$ cat src/rtl/alu_seq_pkg.sv
`default_nettype none
// ---------------------------------------------------------------------------
// alu_seq_pkg : operation/state types and ALU encodings for alu_seq
// Rev 1.0     : optional POPCNT states follow ALU_SEQ_POPCNT_EN
// ---------------------------------------------------------------------------
package alu_seq_pkg;

  typedef enum logic [1:0] {
    SINGLE = 2'b00,
    REPEAT = 2'b01,
    POPCNT = 2'b10,
    RSVD   = 2'b11
  } seq_op_t;

`ifdef ALU_SEQ_POPCNT_EN
  typedef enum logic [2:0] {
    IDLE     = 3'd0,
    RUN      = 3'd1,
    PC_TEST  = 3'd2,
    PC_INC   = 3'd3,
    PC_SHIFT = 3'd4,
    DONE     = 3'd5
  } seq_state_t;
`else
  typedef enum logic [2:0] {
    IDLE = 3'd0,
    RUN  = 3'd1,
    DONE = 3'd5
  } seq_state_t;
`endif

  localparam logic [1:0] ALUOP_LOGIC = 2'b00;
  localparam logic [1:0] ALUOP_DEC   = 2'b01;
  localparam logic [1:0] ALUOP_INC   = 2'b10;
  localparam logic [1:0] ALUOP_SUB   = 2'b11;
  localparam logic [2:0] CMD_SHR     = 3'b010;
  localparam logic [2:0] CMD_AND     = 3'b011;

  function automatic logic op_is_error(input seq_op_t op);
`ifdef ALU_SEQ_POPCNT_EN
    return (op == RSVD);
`else
    return (op == RSVD) || (op == POPCNT);
`endif
  endfunction

endpackage
`default_nettype wire

$ cat src/rtl/alu_seq.sv
`default_nettype none
// ---------------------------------------------------------------------------
// alu_seq : multi-cycle sequencer driving an external single-cycle 8-bit ALU
// Rev 1.0 : POPCNT support compiled in with ALU_SEQ_POPCNT_EN
// ---------------------------------------------------------------------------
module alu_seq
  import alu_seq_pkg::*;
#(
  parameter int CNT_W = 4
) (
  input  logic             clk,
  input  logic             reset,
  input  logic             req_valid,
  output logic             req_ready,
  input  logic [1:0]       req_op,
  input  logic [2:0]       req_cmd,
  input  logic [1:0]       req_aluop,
  input  logic [7:0]       req_a,
  input  logic [7:0]       req_b,
  input  logic [CNT_W-1:0] req_cnt,
  output logic [2:0]       alu_cmd_o,
  output logic [1:0]       alu_op_o,
  output logic [7:0]       alu_a_o,
  output logic [7:0]       alu_b_o,
  input  logic [7:0]       alu_rslt_i,
  output logic             resp_valid,
  output logic [7:0]       resp_data,
  output logic             resp_err
);

  seq_state_t       state;
  logic [7:0]       acc;
  logic [7:0]       opb;
  logic [CNT_W-1:0] cnt;
  logic [2:0]       cmd;
  logic [1:0]       aluop;
`ifdef ALU_SEQ_POPCNT_EN
  logic [7:0]       pc;
`endif

  assign req_ready = (state == IDLE);

  // ALU drive is decoded from the registered state so the result returns
  // within the same cycle and is captured on the edge that ends it.
  always_comb begin
    alu_cmd_o = 3'b000;
    alu_op_o  = 2'b00;
    alu_a_o   = 8'h00;
    alu_b_o   = 8'h00;
    case (state)
      RUN: begin
        alu_cmd_o = cmd;
        alu_op_o  = aluop;
        alu_a_o   = acc;
        alu_b_o   = opb;
      end
`ifdef ALU_SEQ_POPCNT_EN
      PC_TEST: begin
        alu_cmd_o = CMD_AND;
        alu_op_o  = ALUOP_LOGIC;
        alu_a_o   = acc;
        alu_b_o   = 8'h01;
      end
      PC_INC: begin
        alu_op_o  = ALUOP_INC;
        alu_a_o   = pc;
      end
      PC_SHIFT: begin
        alu_cmd_o = CMD_SHR;
        alu_op_o  = ALUOP_LOGIC;
        alu_a_o   = acc;
        alu_b_o   = 8'h01;
      end
`endif
      default: ;
    endcase
  end

  always_ff @(posedge clk or posedge reset) begin
    if (reset) begin
      state      <= IDLE;
      acc        <= 8'h00;
      opb        <= 8'h00;
      cnt        <= '0;
      cmd        <= 3'b000;
      aluop      <= 2'b00;
`ifdef ALU_SEQ_POPCNT_EN
      pc         <= 8'h00;
`endif
      resp_valid <= 1'b0;
      resp_data  <= 8'h00;
      resp_err   <= 1'b0;
    end else begin
      resp_valid <= 1'b0;
      case (state)
        IDLE: begin
          if (req_valid) begin
            acc      <= req_a;
            opb      <= req_b;
            cmd      <= req_cmd;
            aluop    <= req_aluop;
            resp_err <= 1'b0;
            if (op_is_error(seq_op_t'(req_op))) begin
              resp_err   <= 1'b1;
              resp_data  <= 8'h00;
              resp_valid <= 1'b1;
              state      <= DONE;
            end else begin
              case (seq_op_t'(req_op))
                SINGLE: begin
                  cnt   <= CNT_W'(1);
                  state <= RUN;
                end
                REPEAT: begin
                  cnt <= req_cnt;
                  if (req_cnt == '0) begin
                    resp_data  <= req_a;
                    resp_valid <= 1'b1;
                    state      <= DONE;
                  end else begin
                    state <= RUN;
                  end
                end
`ifdef ALU_SEQ_POPCNT_EN
                POPCNT: begin
                  pc <= 8'h00;
                  if (req_a == 8'h00) begin
                    resp_data  <= 8'h00;
                    resp_valid <= 1'b1;
                    state      <= DONE;
                  end else begin
                    state <= PC_TEST;
                  end
                end
`endif
                default: state <= IDLE;
              endcase
            end
          end
        end
        RUN: begin
          acc <= alu_rslt_i;
          cnt <= cnt - CNT_W'(1);
          if (cnt == CNT_W'(1)) begin
            resp_data  <= alu_rslt_i;
            resp_valid <= 1'b1;
            state      <= DONE;
          end
        end
`ifdef ALU_SEQ_POPCNT_EN
        PC_TEST: state <= alu_rslt_i[0] ? PC_INC : PC_SHIFT;
        PC_INC: begin
          pc    <= alu_rslt_i;
          state <= PC_SHIFT;
        end
        PC_SHIFT: begin
          acc <= alu_rslt_i;
          if (alu_rslt_i == 8'h00) begin
            resp_data  <= pc;
            resp_valid <= 1'b1;
            state      <= DONE;
          end else begin
            state <= PC_TEST;
          end
        end
`endif
        DONE:    state <= IDLE;
        default: state <= IDLE;
      endcase
    end
  end

endmodule
`default_nettype wire
$ cat config.mk
export PLATFORM = sky130hd
export DESIGN_NAME = alu_seq
export DESIGN_NICKNAME = d
export VERILOG_FILES = /design/src/rtl/alu_seq_pkg.sv /design/src/rtl/alu_seq.sv
export SDC_FILE = /design/constraint.sdc
export NUM_CORES = 1
export LEC_CHECK = 0
export ABC_AREA = 1
export CAP_MARGIN = 20
export CORE_ASPECT_RATIO = 1.5
export CORE_MARGIN = 4
export CORE_UTILIZATION = 44
export CTS_CLUSTER_DIAMETER = 100
export CTS_CLUSTER_SIZE = 14
export DETAILED_ROUTE_END_ITERATION = 12
export PLACE_DENSITY = 0.84
export SYNTH_ARGS = -nofsm -noshare
export SYNTH_HDL_FRONTEND = slang
export SYNTH_SLANG_ARGS = --single-unit
$ cat constraint.sdc
create_clock -name clk -period 1.66 [get_ports clk]
set_input_delay 0.249 -clock clk [delete_from_list [all_inputs] [get_ports clk]]
set_output_delay 0.249 -clock clk [all_outputs]
set_load 0.005 [all_outputs]
==> metrics.cfg <==
[timing]
slew_headroom_pct = 76.36
fin_crit_sh_pct = 96.36
max_freq_ghz = 0.6252
hold_viol = 0
worstMarginPinSlew_ps = 354.0
clock_skew_ps = 8.902
setup_tns_ps = 0
rsz0062_at_grt = false
drv_slew = 0
post-route-min-period_ps = 1600
setup-violations-final = 0

[yosys]
synth_edf_count = 0
yosysUniqueCellTypes = 20
yosys_warnings = 0
synth_seq_cells = 37
netlist_area_um2 = 1831
synthCells = 238
synth-simple-area-share_pct = 28.50
synth_mux_area_share_pct = 0
ys_seq_area_share_pct = 50.58
synth_adder_area_share_pct = 1.367
synth_compound_area_share_pct = 10.32
synthFlopType = dfrtp_1
synth_nets = 278
synthXorXnorAreaFrac_pct = 0
synth_top_family_by_area = simple AND/OR/NAND/NOR gates
synthArstFlopShare_pct = 100.0
synth_area_per_cell_um2 = 7.691

[power]
finalPower_mw = 4.988
ir_worst_vdd_mv = 1.151
switchingPower_mw = 1.872
swShare_pct = 37.52
p_clk_share_pct = 15.9
p_comb_share_pct = 53.0
power_density_nw_per_um2 = 1821
power_leakage_nw = 1.384
p_int_mw = 3.116
seqPwrFrac_pct = 31.1

[layout]
drive_gt1_share_pct = 9.034
layout.nets = 360
final_common_cell = nand2_1
n_antenna_cell = 0
fill_cells = 375
most-common-layout-cells = nand2_1, clkdlybuf4s50_1, nor2_1, dfrtp_1, inv_1
area_growth_pct = 49.62

[floorplanning]
die-width_um = 60.67
ios = 70
core_area_um2 = 3994
rows = 28
start_util_pct = 45.83
die-height_um = 87.00
dieArea_um2 = 5278

[clock_tree]
numCtsBuffers = 5
cts_htree_levels = 2
clock-root-buffer = clkbuf_8
cts.clk_slew.worst_paths_ps = 70
ctsHoldBuffers = 0
clock_sinks = 37
cts_buffer_depth = 2
cts_tree = done
clk_latency_ps = 290

[place]
place_congestion = 0.8128
hpwl_mm = 3.727
port_buffers = 69

[critical_path]
cpLargestDelayFamily = buffers and inverters
cp_num_buf_inv = 3
critical_path.slowest_cell = dfrtp_1
cp.arrival_ps = 1350
path_class = reg2out
crit_fanout = 21
crit_path_start_kind = flop
cp.required_ps = 1410
cp_slowest_stage_delay_ps = 390
critPathCaptureType = primary output
cp_cell_sequence = inv_2 > nand2_4 > buf_12 > nor2_1 > dlygate4sd2_1

[global_route]
antenna_found_initial = 0
first_global_vias = 1833
grt_start_max_net_pins = 27
grt-ovfl-total = 0
grt_pass1_wl_mm = 8.004
grt_util_all_layers_pct = 19.88

[worst_hold_path]
hp-class = in2async

[run_status]
outcome = complete, no violations

[routing]
drt-initial-drc-count = 58
dr_total_vias = 1817
wl_per_cell_um = 13.00
wirelength_mm = 4.758
routed_via_density = 4.964
firstDrtPassIters = 4
drc = 0
postRouteAntennaNets = 0

[flow_run]
maxCapViolCount = 0

==> logic make-up after synthesis <==
group           count (synthesis)
fa+ha+maj                       2
simple gates                  125
compound gates                 36
flops                          37
buf+inv                        38
==> registers in the layout, indices dropped and copies added, names as in the netlist <==
register / flops
acc: 8
cnt: 4
resp_valid: 1
cmd: 3
state: 2
aluop: 2
resp_err: 1
opb: 8
resp_data: 8
==> path summary, 6_finish.rpt <==
check / from / endpoint / cells past startpoint / slack, ps
worst min register to register: resp_data[5] / resp_data[5] / 2 / 480
worst max-delay path: state[2] / alu_a_o[3] / 5 / 60
worst min-delay path: reset / opb[6] / 3 / 270
worst max register to register: state[0] / resp_data[0] / 7 / 210
max in group asynchronous: reset / cnt[1] / 3 / 1080
min in group clk: resp_data[5] / resp_data[5] / 2 / 480
==> worst reg2reg max path, delay by kind of cell (launching register included) <==
kind / cells / cell delay [ps]
buffers and inverters: 1 / 130
and+or+nand+nor: 6 / 780
DFF: 1 / 430
==> synthesized netlist by cell type, types with 3 or more instances <==
| cell type | n | area (um^2) |
|---|---|---|
| a21oi_1 | 8 | 40.04 |
| a31oi_1 | 3 | 18.77 |
| buf_2 | 3 | 15.01 |
| dfrtp_1 | 37 | 925.9 |
| inv_1 | 29 | 108.9 |
| nand2_1 | 60 | 225.2 |
| nand3_1 | 20 | 100.1 |
| nor2_1 | 39 | 146.4 |
| o21ai_0 | 23 | 115.1 |
==> stage by stage <==
step                hold slack [ps]  worst slack, ps  utilization, %  area [um^2]  instances
floorplan                     370.0            366.8               -         1831        238
global placement              456.2            105.9           65.79         2628        357
detailed placement            463.8            42.11           65.79         2628        357
CTS                           269.3            54.38           68.55         2738        366
global route                  284.4            4.640           68.58         2739        366
finish                        270.4            60.44           68.58         2739        366
==> power by group through the flow <==
stage | registers [mW] | clock network [mW] | logic [mW]
global route | 1.60 | 0.865 | 2.98
CTS | 1.55 | 0.810 | 2.67
floorplan | 1.54 | 0 | 1.43
global placement | 1.55 | 0 | 2.78
finish | 1.55 | 0.792 | 2.65
detailed placement | 1.56 | 0 | 2.87
==> area by class of cell <==
cell class	instances	area (um^2)	area share (%)
Sequential cell	37	925.9	33.81
Timing Repair Buffer	82	778.2	28.41
Multi-Input combinational cell	163	745.7	27.23
Inverter	31	116.4	4.249
Clock buffer	7	86.33	3.152
Tap cell	45	56.30	2.056
Clock inverter	1	30.03	1.096
==> layer usage <==
| metal | global-route usage, % | wire, um | vias to the layer above | share of wire [%] |
|---|---|---|---|---|
| li1 | - | - | 909 | - |
| met1 | 22.93 | 1805 | 837 | 38 |
| met2 | 34.18 | 2554 | 57 | 54 |
| met3 | 4.896 | 256 | 14 | 5.4 |
| met4 | 8.087 | 142 | 0 | 3.0 |
| met5 | 0 | 0 | - | 0 |
==> repair_timing <==
item / in CTS / in global routing
endpoints found under the hold margin: 0 / 0
setup buffers: 1 / 0
gates resized for setup: 27 / 1
setup endpoints to repair: 22 / 1
(Power assumes the default switching activity.)
